<file path="src/rtl/path_replayer.sv">
// Walks the solved direction stack and emits one move per valid/ready handshake,
// tracking the resulting grid position. Define REPLAY_REVERSE_EN to add goal-to-start playback.
module path_replayer #(
  parameter int unsigned DEPTH     = 256,
  parameter int unsigned PTR_W     = 8,
  parameter int unsigned COORD_W   = 4,
  parameter int unsigned START_ROW = 0,
  parameter int unsigned START_COL = 0
) (
  input  logic               clock,
  input  logic               reset,
  input  logic               start,
`ifdef REPLAY_REVERSE_EN
  input  logic               reverse,
`endif
  input  logic [2*DEPTH-1:0] stack_flat,
  input  logic [PTR_W-1:0]   top,
  output logic [1:0]         move_dir,
  output logic               move_valid,
  input  logic               move_ready,
  output logic [COORD_W-1:0] row,
  output logic [COORD_W-1:0] col,
  output logic               busy,
  output logic               done,
  output logic               error
);

  typedef enum logic [1:0] {StIdle, StPlay, StDone} state_e;

  localparam logic [COORD_W-1:0] CoordMax = '1;
  localparam logic [COORD_W-1:0] RowInit  = COORD_W'(START_ROW);
  localparam logic [COORD_W-1:0] ColInit  = COORD_W'(START_COL);

  state_e             state_q, state_d;
  logic [1:0]         move_dir_q, move_dir_d;
  logic               move_valid_q, move_valid_d;
  logic [COORD_W-1:0] row_q, row_d, col_q, col_d;
  logic               busy_q, busy_d;
  logic               done_q, done_d;
  logic               error_q, error_d;
  logic [PTR_W-1:0]   len_q, len_d, idx_q, idx_d;
  logic               reverse_q, reverse_d;

  logic               rev_in;
  logic [PTR_W-1:0]   idx_next, fetch_idx;
  logic [1:0]         entry_raw, entry_dir;
  logic [COORD_W-1:0] row_mv, col_mv;
  logic               edge_hit, accept, last;

`ifdef REPLAY_REVERSE_EN
  assign rev_in = reverse;
`else
  assign rev_in = 1'b0;
`endif

  // Fetch path: in IDLE it selects the first entry to present, otherwise the following one.
  assign idx_next  = reverse_q ? (idx_q - PTR_W'(1)) : (idx_q + PTR_W'(1));
  assign fetch_idx = (state_q == StIdle) ? (rev_in ? (top - PTR_W'(1)) : '0) : idx_next;
  assign entry_raw = stack_flat[{fetch_idx, 1'b0} +: 2];
  assign entry_dir = ((state_q == StIdle) ? rev_in : reverse_q) ? ~entry_raw : entry_raw;

  assign accept = move_valid_q && move_ready;
  assign last   = reverse_q ? (idx_q == '0) : (idx_q == (len_q - PTR_W'(1)));

  // Saturating position update for the move currently presented.
  always_comb begin
    row_mv   = row_q;
    col_mv   = col_q;
    edge_hit = 1'b0;
    unique case (move_dir_q)
      2'b00: if (row_q == '0)      edge_hit = 1'b1; else row_mv = row_q - COORD_W'(1);
      2'b01: if (col_q == CoordMax) edge_hit = 1'b1; else col_mv = col_q + COORD_W'(1);
      2'b10: if (col_q == '0)      edge_hit = 1'b1; else col_mv = col_q - COORD_W'(1);
      2'b11: if (row_q == CoordMax) edge_hit = 1'b1; else row_mv = row_q + COORD_W'(1);
      default: ;
    endcase
  end

  always_comb begin
    state_d      = state_q;
    move_dir_d   = move_dir_q;
    move_valid_d = move_valid_q;
    row_d        = row_q;
    col_d        = col_q;
    busy_d       = busy_q;
    done_d       = 1'b0;
    error_d      = error_q;
    len_d        = len_q;
    idx_d        = idx_q;
    reverse_d    = reverse_q;
    unique case (state_q)
      StIdle: begin
        if (start) begin
          error_d = 1'b0;
          if (top != '0) begin
            state_d      = StPlay;
            len_d        = top;
            idx_d        = fetch_idx;
            reverse_d    = rev_in;
            move_dir_d   = entry_dir;
            move_valid_d = 1'b1;
            busy_d       = 1'b1;
            // Reverse playback continues from wherever the forward walk ended.
            if (!rev_in) begin
              row_d = RowInit;
              col_d = ColInit;
            end
          end else begin
            state_d = StDone;
            done_d  = 1'b1;
          end
        end
      end
      StPlay: begin
        if (accept) begin
          row_d   = row_mv;
          col_d   = col_mv;
          error_d = error_q | edge_hit;
          if (last) begin
            state_d      = StDone;
            move_valid_d = 1'b0;
            busy_d       = 1'b0;
            done_d       = 1'b1;
          end else begin
            idx_d      = idx_next;
            move_dir_d = entry_dir;
          end
        end
      end
      StDone:  state_d = StIdle;
      default: state_d = StIdle;
    endcase
  end

  always_ff @(posedge clock or posedge reset) begin
    if (reset) begin
      state_q      <= StIdle;
      move_dir_q   <= 2'b00;
      move_valid_q <= 1'b0;
      row_q        <= RowInit;
      col_q        <= ColInit;
      busy_q       <= 1'b0;
      done_q       <= 1'b0;
      error_q      <= 1'b0;
      len_q        <= '0;
      idx_q        <= '0;
      reverse_q    <= 1'b0;
    end else begin
      state_q      <= state_d;
      move_dir_q   <= move_dir_d;
      move_valid_q <= move_valid_d;
      row_q        <= row_d;
      col_q        <= col_d;
      busy_q       <= busy_d;
      done_q       <= done_d;
      error_q      <= error_d;
      len_q        <= len_d;
      idx_q        <= idx_d;
      reverse_q    <= reverse_d;
    end
  end

  assign move_dir   = move_dir_q;
  assign move_valid = move_valid_q;
  assign row        = row_q;
  assign col        = col_q;
  assign busy       = busy_q;
  assign done       = done_q;
  assign error      = error_q;

endmodule
</file>
<file path="config.mk">
export PLATFORM = sky130hd
export DESIGN_NAME = path_replayer
export DESIGN_NICKNAME = d
export VERILOG_FILES = /design/src/rtl/path_replayer.sv
export SDC_FILE = /design/constraint.sdc
export NUM_CORES = 1
export LEC_CHECK = 0
export BUFFER_PORTS_ARGS = -buffer_cell sky130_fd_sc_hd__buf_4
export CORE_AREA = 4 4 206 208
export DETAILED_ROUTE_END_ITERATION = 16
export DIE_AREA = 0 0 210 212
export PLACE_DENSITY = 0.52
export SYNTH_ARGS = -nofsm -noshare
export SYNTH_HDL_FRONTEND = slang
export SYNTH_SLANG_ARGS = --single-unit
</file>
<file path="constraint.sdc">
create_clock -name clock -period 7 [get_ports clock]
set_input_delay 1.4 -clock clock [delete_from_list [all_inputs] [get_ports clock]]
set_output_delay 1.4 -clock clock [all_outputs]
set_load 0.1 [all_outputs]
</file>
## After elaboration in Yosys (flattened, before gate mapping)

Index checks and enable logic that the tools add are counted.
Widths: inputs -> output; s select.

- Logic and storage cells: 95
- Output and inout port bits: 14
- Input port bits: 524
- Flip-flop bits (word level): 31

- Equal/unequal tests: 18
- Shifts and indexed selects: 1
- Reduce and logical (&&, ||, !) cells: 14
- Bitwise gates (word level): 1
- Mux-type cells: 46
- $add $sub $neg: 6

Operator list:

| cell | number |
|---|---|
| $shiftx 512x10->2 | 1 |
| $mux 8 | 5 |
| $mux 4 | 8 |
| $pmux 4 s2 | 4 |
| $mux 2 | 8 |
| $pmux 8 s2 | 1 |
| $mux 1 | 14 |
| $reduce_and 7->1 | 2 |
| $ne 3x3->1 const B | 4 |
| $reduce_and 5->1 | 2 |
| $reduce_and 3->1 | 3 |
| $add 4x1->4 const B | 2 |
| $add 8x1->8 const B | 1 |
| $eq 4x4->1 const B | 2 |
| $eq 8x8->1 | 1 |
| $logic_not 4->1 | 2 |
| $ne 2x2->1 const B | 4 |
| $pmux 2 s2 | 2 |
| $reduce_bool 8->1 | 1 |
| $sub 4x1->4 const B | 2 |
| $sub 8x1->8 const B | 1 |
| $ne 3x1->1 const B | 2 |
| $pmux 1 s2 | 3 |
| $eq 2x1->1 const B | 2 |
| 7 further kinds | 9 |

## Logic depth before layout (Yosys ltp)

- Word-level depth: 6
- Mapped depth: 13
- Depth with buffers taken out: 10

## Worst setup path after synthesis

Ideal clock, no wire load.

- Path type: input to register
- Start point: input port stack_flat[83]
- End point: register move_dir_q[1] (netlist: move_dir[1])
- Path slack: 3,970 ps
- Buffers on the path: 0
- Arrival: 2,904 ps
- Data required time: 6,874 ps
- Stages on the path: 8
- Setup time: 126 ps
- Cells stage by stage: o21bai_1 > mux4_2 > nand2_1 > a31o_2 > o211a_1 > a211oi_1 > or4_1 > o311a_1

- Longest elaborated chain between the ends: 4
- Elaborated cells on any way between the ends: 6
- Those cells by class: 1 x shift; 5 x mux

RTL lines:

| item | line | text |
|---|---|---|
| start, declared | 16 | `input logic [2*DEPTH-1:0] stack_flat,` |
| $shiftx 512x10->2 (*) | 59 | `assign entry_raw = stack_flat[{fetch_idx, 1'b0} +: 2];` |
| $mux 2 (on tied branches) | 119, 95 |  |
| $mux 2 (on tied branches) | 115, 93 |  |
| $pmux 2 s2 (*) | 91 | `unique case (state_q)` |
| end signal, assigned | 150 | `move_dir_q <= move_dir_d;` |
| end, declared | 35 | `logic [1:0] move_dir_q, move_dir_d;` |

Every way passes the cells marked *; elsewhere a longest branch is shown, timed or not. The select of a mux whose other input is x is not followed.
A chain may end at the register's enable or synchronous reset.

## Final worst setup path

- Start point: register idx_q[0]
- End point: register move_dir_q[0] (netlist: move_dir[0])

- Longest elaborated chain between the ends: 6
- Elaborated cells on any way between the ends: 11
- Those cells by class: 1 x add/sub; 2 x eq/ne; 1 x shift; 6 x mux; 1 x reduce/logical

RTL lines:

| item | line | text |
|---|---|---|
| start, declared | 41 | `logic [PTR_W-1:0] len_q, len_d, idx_q, idx_d;` |
| start signal, assigned | 158 | `idx_q <= idx_d;` |
| $add 8x1->8 | 57 | `assign idx_next = reverse_q ? (idx_q - PTR_W'(1)) : (idx_q + PTR_W'(1));` |
| $mux 8 | 58 | `assign fetch_idx = (state_q == StIdle) ? (rev_in ? (top - PTR_W'(1)) : '0) : idx_next;` |
| $shiftx 512x10->2 | 59 |  |
| $mux 2 (on tied branches) | 119, 95 |  |
| $mux 2 (on tied branches) | 115, 93 |  |
| $pmux 2 s2 | 91 |  |

Parallel ways exist; a longest one is shown, timed or not. The select of a mux whose other input is x is not followed.

==> metrics <==
Critical Path, Cell by Cell=ha_4 > buf_4 > nand2b_1 > a21oi_1 > or4_1 > o31ai_1 > a2111o_1 > a21oi_1 > a2111oi_0 > a221o_1; die area=approximately 0.045 mm²; post-synthesis mux area share=0.187; Max FO, Critical Path=65; worst hold margin=about 530 ps; GP Congestion=0.841; clock skew=between 10 and 15 ps; total congestion overflow=0; fraction of registers with async set/reset=1.00; FP Rows=between 70 and 80; setup_tns=0 ps; Synth Instances=between 900 and 1000; max-cap violation count=0; DRC=0; sequential-to-total area share from yosys stat=0.109; Via density=approximately 5.3; number of enable flip-flop cells after synthesis=0; post-CTS sizing=0; Adder-Cell Fraction of Synth Area=0.0232; final hold viol count=0; core area=just over 0.04 mm²; diode count=0; Die X=~210 µm; yosys synthesis warning count=0; CTS Root Cell=clkbuf_16; Worst setup EP type=register; buffer and inverter count on the worst path=1; fmax=just over 200 MHz; DP HPWL=just over 40000 µm; Yosys cell types=75; Crit Path Class=reg2reg; utilization after layout=0.288; Post-Synthesis Cell Area=approximately 0.007 mm²; final period utilization=0.701; CTS H-tree lvls=2; fraction of layout cells with a size suffix above 1=0.447; FF+latch count, synth=31; Rel. slew slack=0.318; Peak VDD IR=between 200 and 250 µV; commonest non-fill, non-tap cells in the layout=buf_4 (557), nand2_1 (87), mux2i_1 (74), o22ai_1 (74), a21oi_1 (72); initial antenna violation count=0; area growth from synthesis to final layout=64.1%; Routed Antenna Nets=0; largest family of logic cells by synthesized area=compound AO/OA/AOI/OAI gates; post-synthesis simple-gate area fraction=0.169; Worst path slowest cell=dfrtp_4; Worst EP arrival=5130 ps; status=complete, no violations; Top Family by Delay on Critical Path=compound AO/OA/AOI/OAI gates; Power Density=between 300 and 400 mW/mm²; Routed WL=~52000 µm; WL/cell=between 20 and 30 µm; IO Pins=538; Initial DRC Count=~550; LEAKAGE=~5 nW; Final Max Slew Viols=0; largest net degree at the start of global routing=66; worst slew pin tran=1020 ps; min cycle time layout=~4900 ps; Syn Nets=1491; Clock Sinks=31; post-synthesis compound-gate area fraction=0.396; post-synthesis xor/xnor area fraction=0.0327; Die H=212 µm; post-CTS setup buffers=0; NumNets Final=approximately 2000; CTS tree=built; GR Util All Layers=0.219; Clk Latency, worst-skew pair=approximately 290 ps; CP Data Required Time=approximately 7200 ps; router iterations before antenna repair=5; Initial Utilization=0.176; vias in the first global route=10676; count of final setup violators=0; hold crit path type=reg2reg; dominant synthesized flop cell=dfrtp_1; vias=10308; Startpoint Class=register; clock transition at the registers of the reported paths=about 60 ps; CTS max path bufs=2; most common cell after layout, fill and taps aside=buf_4; RSZ-0062 raised after global routing=false; most frequent CP cell=a21oi_1; IO buf count=~540; first-pass GRT wire length=~73000 µm; Crit path largest cell delay=approximately 950 ps; Syn Area/Cell=~7.5 µm²; Num CTS Buffers=5; Hold-fix buffers, CTS=0
[synthesized netlist by cell type, types with 8 or more instances]
| master | instances | area [µm²] |
|---|---|---|
| nand2_1 | 88 | 330 |
| mux2i_1 | 74 | 741 |
| o22ai_1 | 74 | 463 |
| a21oi_1 | 72 | 360 |
| buf_2 | 55 | 275 |
| o21ai_0 | 52 | 260 |
| nor2_1 | 45 | 169 |
| mux2_2 | 33 | 372 |
| dfrtp_1 | 31 | 776 |
| a211oi_1 | 24 | 180 |
| o211ai_1 | 24 | 180 |
| o221ai_1 | 22 | 193 |
| a221oi_1 | 21 | 184 |
| buf_4 | 21 | 158 |
| nand3_1 | 21 | 105 |
| nor3_1 | 19 | 95.1 |
| clkbuf_1 | 18 | 67.6 |
| xnor2_1 | 18 | 158 |
| inv_1 | 15 | 56.3 |
| a2bb2oi_1 | 13 | 114 |
| nor4_1 | 12 | 75.1 |
| nand2b_1 | 11 | 68.8 |
| ha_1 | 10 | 125 |
| o2111ai_1 | 10 | 87.6 |
| o22a_1 | 10 | 87.6 |
| a221o_1 | 9 | 90.1 |
| a31oi_1 | 9 | 56.3 |
| mux4_2 | 9 | 203 |
| o31ai_1 | 9 | 67.6 |
| nand4_1 | 8 | 50.1 |
[power by group]
| group | internal, W | total, W | switching (W) | leakage [nW] |
|---|---|---|---|---|
| Clock | 0.000141 | 0.000224 | 0.0000835 | 0.0739 |
| Sequential | 0.000246 | 0.000430 | 0.000184 | 0.397 |
| Combinational | 0.00143 | 0.00394 | 0.00251 | 4.60 |
[state kept, by name (all words and copies together), names as in the netlist]
signal and count:
busy 1, col 4, done 1, error 1
idx_q 8, len_q 8, move_dir 2, row 4
state_q 2
[layout make-up]
class	count	area (µm²)
well taps	532	666
flip-flops and latches	31	779
clock inverters	1	5.00
inverters	15	56.3
clock buffers	7	143
repair buffers	557	4180
multi-input cells	808	5850
fillers	4428	28900
[kinds of logic after synthesis]
kind of cell / after synthesis
AOI/OAI and AO/OA: 406
xor gates and xnor gates: 24
adders and majority gates: 12
buffers and inverters: 116
DFF: 31
muxes: 117
and+or+nand+nor: 249
[routing by layer]
layer,routed length [µm],global-route usage,vias up
met2,25500,0.381,509
met5,0,0,-
met1,22100,0.283,5011
met3,3510,0.0449,56
met4,1080,0.0434,0
li1,-,-,4732
[through the flow]
stage               cells  total power (W)  setup slack (ps)  cell area (µm²)
detailed placement   1943          0.00439              2100            11500
global route         1951          0.00494              1810            11700
floorplan             955          0.00306              3970             7120
global placement     1943          0.00436              2140            11500
finish               1951          0.00460              2090            11700
CTS                  1951          0.00463              2080            11700
[final timing paths]
check / cells after the start / start / slack (ps) / end
max reg2reg: 10 / idx_q[0] / 2090 / move_dir[0]
min: 1 / len_q[7] / 530 / len_q[7]
min reg2reg: 1 / len_q[7] / 530 / len_q[7]
max: 10 / idx_q[0] / 2090 / move_dir[0]
max in group asynchronous: 3 / reset / 5440 / idx_q[0]
min in group asynchronous: 3 / reset / 1220 / col[2]
Note: power is estimated with default switching activity, not from simulation.
